$ cat config.mk
export PLATFORM = sky130hd
export DESIGN_NAME = register_alias_table
export DESIGN_NICKNAME = d
export VERILOG_FILES = /design/src/rtl/rat_pkg.sv /design/src/rtl/rat_ckpt_stack.sv /design/src/rtl/register_alias_table.sv
export SDC_FILE = /design/constraint.sdc
export NUM_CORES = 1
export LEC_CHECK = 0
export ABC_AREA = 0
export BUFFER_PORTS_ARGS = -buffer_cell sky130_fd_sc_hd__buf_2
export CAP_MARGIN = 20
export CORE_ASPECT_RATIO = 1.25
export CORE_MARGIN = 1
export CORE_UTILIZATION = 39
export CTS_BUF_LIST = sky130_fd_sc_hd__clkbuf_8
export DETAILED_ROUTE_END_ITERATION = 8
export MAX_ROUTING_LAYER = met4
export PLACE_DENSITY = 0.64
export SYNTH_ARGS = -nofsm -noshare
export SYNTH_HDL_FRONTEND = slang
export SYNTH_SLANG_ARGS = --single-unit
$ cat constraint.sdc
create_clock -name clk -period 5.45 [get_ports clk]
set_input_delay 1.09 -clock clk [delete_from_list [all_inputs] [get_ports clk]]
set_output_delay 1.09 -clock clk [all_outputs]
set_load 0.005 [all_outputs]
$ cat src/rtl/rat_pkg.sv
// rtl/rat_pkg.sv - shared op encoding and width helpers for the register alias table
package rat_pkg;

  typedef enum logic [1:0] {
    OP_NOP      = 2'd0,
    OP_SWAP     = 2'd1,
    OP_ROTATE   = 2'd2,
    OP_IDENTITY = 2'd3
  } rat_op_e;

  localparam int DEFAULT_NUM_REGS   = 4;
  localparam int DEFAULT_CKPT_DEPTH = 2;

  function automatic int cnt_w(input int depth);
    return $clog2(depth + 1);
  endfunction

  function automatic int ptr_w(input int depth);
    return (depth > 1) ? $clog2(depth) : 1;
  endfunction

endpackage

$ cat src/rtl/rat_ckpt_stack.sv
// rtl/rat_ckpt_stack.sv - LIFO of map snapshots with overflow/underflow flags
module rat_ckpt_stack
  import rat_pkg::*;
#(
  parameter int WIDTH = 8,
  parameter int DEPTH = DEFAULT_CKPT_DEPTH
) (
  input  logic                      clk,
  input  logic                      reset,
  input  logic                      push,
  input  logic                      pop,
  input  logic [WIDTH-1:0]          din,
  output logic [WIDTH-1:0]          dout,
  output logic                      pop_ok,
  output logic [cnt_w(DEPTH)-1:0]   count,
  output logic                      full,
  output logic                      empty,
  output logic                      err_ovf,
  output logic                      err_unf
);

  localparam int CW = cnt_w(DEPTH);
  localparam int AW = ptr_w(DEPTH);

  logic [WIDTH-1:0] mem [DEPTH];
  logic             push_ok;
  logic [CW-1:0]    count_m1;
  logic [AW-1:0]    wr_ptr;
  logic [AW-1:0]    rd_ptr;

  assign full     = (count == CW'(DEPTH));
  assign empty    = (count == '0);
  // Simultaneous push and pop is treated as a protocol error: neither is honoured.
  assign push_ok  = push & ~pop & ~full;
  assign pop_ok   = pop & ~push & ~empty;
  assign count_m1 = count - CW'(1);
  assign wr_ptr   = AW'(count);
  assign rd_ptr   = AW'(count_m1);
  assign dout     = mem[rd_ptr];

  always_ff @(posedge clk) begin
    if (reset && push_ok) mem[wr_ptr] <= din;
  end

  always_ff @(posedge clk) begin
    if (!reset) begin
      count   <= '0;
      err_ovf <= 1'b0;
      err_unf <= 1'b0;
    end else begin
      if (push_ok)     count <= count + CW'(1);
      else if (pop_ok) count <= count_m1;
      err_ovf <= err_ovf | (push & ~pop & full);
      err_unf <= err_unf | (pop & ~push & empty) | (push & pop);
    end
  end

endmodule

$ cat src/rtl/register_alias_table.sv
// rtl/register_alias_table.sv - architectural-to-physical register permutation with checkpoint stack
module register_alias_table
  import rat_pkg::*;
#(
  parameter int NUM_REGS   = DEFAULT_NUM_REGS,
  parameter int IDX_W      = $clog2(NUM_REGS),
  parameter int NUM_RD     = 2,
  parameter int CKPT_DEPTH = DEFAULT_CKPT_DEPTH
) (
  input  logic                            clk,
  input  logic                            reset,
  input  logic [NUM_RD*IDX_W-1:0]         rd_idx,
  output logic [NUM_RD*IDX_W-1:0]         rd_map,
  input  logic                            op_valid,
  input  logic [1:0]                      op_code,
  input  logic [IDX_W-1:0]                op_a,
  input  logic [IDX_W-1:0]                op_b,
  input  logic                            ckpt_push,
  input  logic                            ckpt_pop,
  output logic [$clog2(CKPT_DEPTH+1)-1:0] ckpt_count,
  output logic                            ckpt_full,
  output logic                            ckpt_empty,
  output logic                            op_drop,
  output logic                            err_ovf,
  output logic                            err_unf
);

  localparam int MAP_W = NUM_REGS * IDX_W;

  logic [NUM_REGS-1:0][IDX_W-1:0] map_q;
  logic [NUM_REGS-1:0][IDX_W-1:0] op_map;
  logic [NUM_REGS-1:0][IDX_W-1:0] map_d;
  logic [MAP_W-1:0]               snap;
  logic                           restore;

  rat_ckpt_stack #(
    .WIDTH (MAP_W),
    .DEPTH (CKPT_DEPTH)
  ) u_stack (
    .clk     (clk),
    .reset   (reset),
    .push    (ckpt_push),
    .pop     (ckpt_pop),
    .din     (map_q),
    .dout    (snap),
    .pop_ok  (restore),
    .count   (ckpt_count),
    .full    (ckpt_full),
    .empty   (ckpt_empty),
    .err_ovf (err_ovf),
    .err_unf (err_unf)
  );

  // Each op is a permutation of a permutation, so the map can never gain a duplicate.
  always_comb begin
    op_map = map_q;
    case (rat_op_e'(op_code))
      OP_SWAP: begin
        op_map[op_a] = map_q[op_b];
        op_map[op_b] = map_q[op_a];
      end
      OP_ROTATE: begin
        for (int i = 0; i < NUM_REGS; i++) op_map[i] = map_q[(i + 1) % NUM_REGS];
      end
      OP_IDENTITY: begin
        for (int i = 0; i < NUM_REGS; i++) op_map[i] = IDX_W'(i);
      end
      default: op_map = map_q;
    endcase
  end

  always_comb begin
    map_d = map_q;
    if (restore)       map_d = snap;
    else if (op_valid) map_d = op_map;
  end

  always_ff @(posedge clk) begin
    if (!reset) begin
      for (int i = 0; i < NUM_REGS; i++) map_q[i] <= IDX_W'(i);
      op_drop <= 1'b0;
    end else begin
      map_q   <= map_d;
      op_drop <= restore & op_valid;
    end
  end

  always_comb begin
    rd_map = '0;
    for (int p = 0; p < NUM_RD; p++)
      rd_map[p*IDX_W +: IDX_W] = map_q[rd_idx[p*IDX_W +: IDX_W]];
  end

endmodule

* Word-level counts from Yosys, hierarchy flattened
Memories as Yosys holds them, arrays and structs flattened. Index checks and enable logic that the tools add are counted.
Storage, ports and cells: memories kept 1, word-level logic and storage cells 65, output and inout bits 11, bits in registers 13, RAM bits 16, input port bits 15
Memories:
- u_stack.mem | depth 2, width 8, read ports 1, clocked after memory_dff 0, write ports 1, RTL line rat_ckpt_stack.sv:25 | logic [WIDTH-1:0] mem [DEPTH];
Operators by class: multiplexer cells 21, equal/unequal tests 4, reduce and logical (&&, ||, !) cells 8, $add $sub $neg 2, bitwise operators 15, order comparisons 6
Operators by type and width (number):
- $pmux W8 S3 | 1
- $bmux W2 S2 | 4
- $bwmux W8 | 2
- $mux W2 | 8
- $mux W8 | 2
- $lt A2 B3 Y1 const B | 4
- $and A1 B1 Y1 | 8
- $demux W2 S2 | 2
- $eq A2 B2 Y1 const B | 3
- $ge A2 B1 Y1 const B | 2
- $not A1 Y1 | 4
- $reduce_bool A2 Y1 | 2
- $reduce_bool A4 Y1 | 1
- $logic_and A1 B1 Y1 | 3
- $or A1 B1 Y1 | 3
- $add A2 B1 Y2 const B | 1
- $eq A2 B1 Y1 const B | 1
- $logic_not A2 Y1 | 1
- $mux W1 | 2
- $reduce_and A2 Y1 | 1
- $sub A2 B1 Y2 const B | 1

* Longest topological paths before layout
depth in word-level cells 9, depth in mapped cells 9, gate-level depth less buffers 7

* Hierarchy
Synthesis repeated with hierarchy kept, for this count alone.
Second synthesis, totals: cells, all modules 158, area total of the unflattened synthesis 1783.0 um2
By module, submodules not included:
- register_alias_table | area each 978.4 um2, instances 1, seq. area each 180.2 um2, cells each 108
- rat_ckpt_stack | area each 804.5 um2, instances 1, seq. area each 560.5 um2, cells each 50

* Worst setup path after synthesis
OpenSTA, ideal clock, no wires.
path kind input to output, start in rd_idx[1], end out rd_map[0], required time 4.360 ns, stages on the path 1, buffers on the path 0, setup slack 2.792 ns, arrival 1.568 ns, cells stage by stage mux4_2
On the way: word-level cells in the longest chain between the ends 2
RTL lines:
- from (decl) | RTL line register_alias_table.sv:12 | input logic [NUM_RD*IDX_W-1:0] rd_idx,
- $bmux W2 S2 | RTL line register_alias_table.sv:91 | rd_map[p*IDX_W +: IDX_W] = map_q[rd_idx[p*IDX_W +: IDX_W]];
- $mux W2 (not written as such) | RTL line register_alias_table.sv:91
- to (decl) | RTL line register_alias_table.sv:13 | output logic [NUM_RD*IDX_W-1:0] rd_map,
No other way between the ends. The select of a mux whose other input is x is not followed.

* Final worst setup path
start in rd_idx[3], end out rd_map[2]
The elaborated chain is that of the path after synthesis.

==> summary.txt <==
STA
  – RSZ-0062 raised after global routing: false
  – Final hold violation count: 0
  – Final Max Slew Viols: 0
  – Period utilization: 0.535
  – Worst-Margin Slew: 0.692 ns
  – Highest Clock Rate: 343 MHz
  – Relative slew slack: 0.537
  – Min Hold Slack: 0.467 ns
  – Final Critical Period: 2.92 ns
  – Setup violators final: 0
  – Setup TNS: 0 ns
  – Clock Skew: 0.00466 ns

Critical path
  – Crit start category: input port
  – CP Capture Type: primary output
  – Max Fanout on Critical Path: 2
  – Worst reg2reg setup slack: 2.84 ns
  – Biggest cell delay along the critical path: 0.50 ns
  – Cell count of the worst reg-to-reg path: 7
  – Critical-path top delay cell: mux4_2
  – WP data arrival: 1.83 ns
  – Cell mode on critical path: buf_2
  – Crit path kind: input port to primary output
  – Critical path, cell by cell: buf_2 > mux4_2 > buf_2
  – CP Data Required Time: 4.36 ns

Global routing
  – Global route overflow: 0
  – Gr usage total: 0.209
  – Largest net degree at the start of global routing: 19
  – Antenna violations before repair: 0
  – Vias in the first global route: 1567
  – Global-route wire length before repair: 7780 µm

Run status
  – Status: finished, final reports clean

Power and ir drop
  – P_leak: 0.800 nW
  – Pwr Total: 0.000601 W
  – Pwr dens: 279 mW/mm²
  – Worst vdd ir: 0.107 mV

Route
  – Final ANT Viol Nets: 0
  – Via/cell ratio: 5.84
  – DR iter-0 viols: 93
  – Vias: 1617
  – Detailed Route WL: 4560 µm
  – Drt wl/cell: 16.5 µm
  – First drt pass iteration count: 4
  – DRC: 0

Logic synthesis
  – Ys flop type: edfxtp_1
  – Post-Syn Area: 0.00190 mm²
  – Synth warn: 0
  – Netlist cell types: 43
  – Number of synthesized register bits: 29
  – Syn Nets: 212
  – Async set or reset register ratio after synthesis: 0
  – EDFF count, synth: 16
  – Synth Area per Inst: 9.82 µm²
  – Post-synthesis cell count: 194
  – Post-synthesis sequential area ratio: 0.389

Run
  – Max-cap violations: 0

Layout
  – FF/Latch Area: 741 µm²
  – Filler cells: 493
  – Final Cell Area: 0.00215 mm²
  – NumNets Final: 234
  – Area Growth Syn to Fin: 13.0%
  – Diode count: 0
  – Layout cells sized above 1: 0.240
  – Area of the multi-input gates: 0.00108 mm²

Placement
  – Placed Area: 0.00204 mm²
  – Dpl hpwl: 3250 µm
  – GPL Wtd Cong: 0.863
  – Port bufs: 25

Floorplanning
  – Core footprint: 0.00473 mm²
  – Die area: 0.00517 mm²
  – I/O pins: 26
  – Initial Util: 0.403
  – Chip height: 80.1 µm
  – Die Span X: 64.5 µm
  – FP Rows: 28

Clock tree
  – Setup bufs post-CTS: 0
  – Longest Clk Path Bufs: 2
  – CTS H-tree depth: 2
  – Clk root buf: clkbuf_8
  – CTS clk-pin slew, worst paths: 0.06 ns
  – CTS Sinks: 29
  – CTS tree: yes
  – Total CTS buffers: 5
  – Post_cts resized: 0
  – Skew-Pair Late Insertion Delay: 0.28 ns
  – Hold-fix buffers, CTS: 0

Worst hold path
  – Min-Delay Path Class: register to register
  – Hold Path Depth: 1
[placed cells by master, fill, tap and decap left out, drive strengths merged, types with 6 or more instances in the layout]
cell type / synthesis / final
edfxtp: 16 / 16
nand2: 18 / 18
inv: 5 / 6
mux2i: 8 / 8
nand3: 9 / 9
mux4: 8 / 8
nor2: 14 / 14
o21ai: 19 / 19
buf: 9 / 26
dfxtp: 13 / 13
nor2b: 7 / 7
a21oi: 12 / 12
mux2: 6 / 6
[state kept, by name, summed over array words and instances, names as in the netlist]
register         cells
u_stack.err_unf      1
u_stack.mem         16
map_q                8
u_stack.err_ovf      1
u_stack.count        2
op_drop              1
[synth_stat cells, types with 4 or more instances]
master | instances | area share
nor3b_1 | 5 | 0.020
a21oi_1 | 12 | 0.032
dfxtp_1 | 13 | 0.14
edfxtp_1 | 16 | 0.25
mux2_2 | 6 | 0.035
nand2_1 | 18 | 0.035
buf_2 | 6 | 0.016
mux2i_1 | 8 | 0.042
nor2b_1 | 7 | 0.023
o21ai_0 | 18 | 0.047
nand3_1 | 8 | 0.021
nor2_1 | 14 | 0.028
a211oi_1 | 4 | 0.016
inv_1 | 5 | 0.0099
nand2b_1 | 5 | 0.016
mux4_2 | 8 | 0.095
[logic make-up (layout without fill, tap and decap cells)]
group                      Yosys count  count (layout)  share of synthesized area
muxes                               22              22                      0.172
adders and majority gates            3               3                     0.0197
AOI/OAI and AO/OA                   55              55                      0.184
and+or+nand+nor                     68              68                      0.185
xor gates and xnor gates             1               1                    0.00460
DFF                                 29              29                      0.389
buffers and inverters               16              39                     0.0453
[where the power goes]
group	internal, W	switching (W)
clock	0.000133	0.0000791
sequential	0.000244	0.0000231
combinational	0.0000578	0.0000629
total	0.000435	0.000165
[worst max-delay path, delay by kind of cell]
family | cells | cell delay (ns)
buffers and inverters | 2 | 0.24
muxes | 1 | 0.50
[per-stage QoR]
stage               utilization  std cells  setup slack [ns]
floorplan                     -        194              2.79
global placement          0.432        269              2.54
detailed placement        0.432        269              2.53
CTS                       0.455        277              2.53
global route              0.455        277              2.51
finish                    0.455        277              2.53
[final timing paths]
path	startpoint	end
max	rd_idx[3]	rd_map[2]
min	u_stack.err_unf$_SDFF_PN0_	u_stack.err_unf$_SDFF_PN0_
max reg2reg	u_stack.count[0]$_SDFFE_PN0P_	map_q[3]$_SDFFE_PN0P_
min reg2reg	u_stack.err_unf$_SDFF_PN0_	u_stack.err_unf$_SDFF_PN0_
[area by class of cell]
cell class              instances  area share
clock buffers                   5      0.0320
clock inverters                 3      0.0180
inverters                       5     0.00872
multi-input cells             149       0.501
flip-flops and latches         29       0.344
well taps                      60      0.0349
repair buffers                 26      0.0616
[routing by layer]
metal | global-route usage | vias up | routed length [µm]
li1 | - | 784 | -
met1 | 0.244 | 740 | 1840
met2 | 0.336 | 78 | 2210
met3 | 0.0412 | 15 | 349
met4 | 0.113 | 0 | 163
met5 | - | - | 0
No activity file was read; power rests on OpenSTA's default activity.
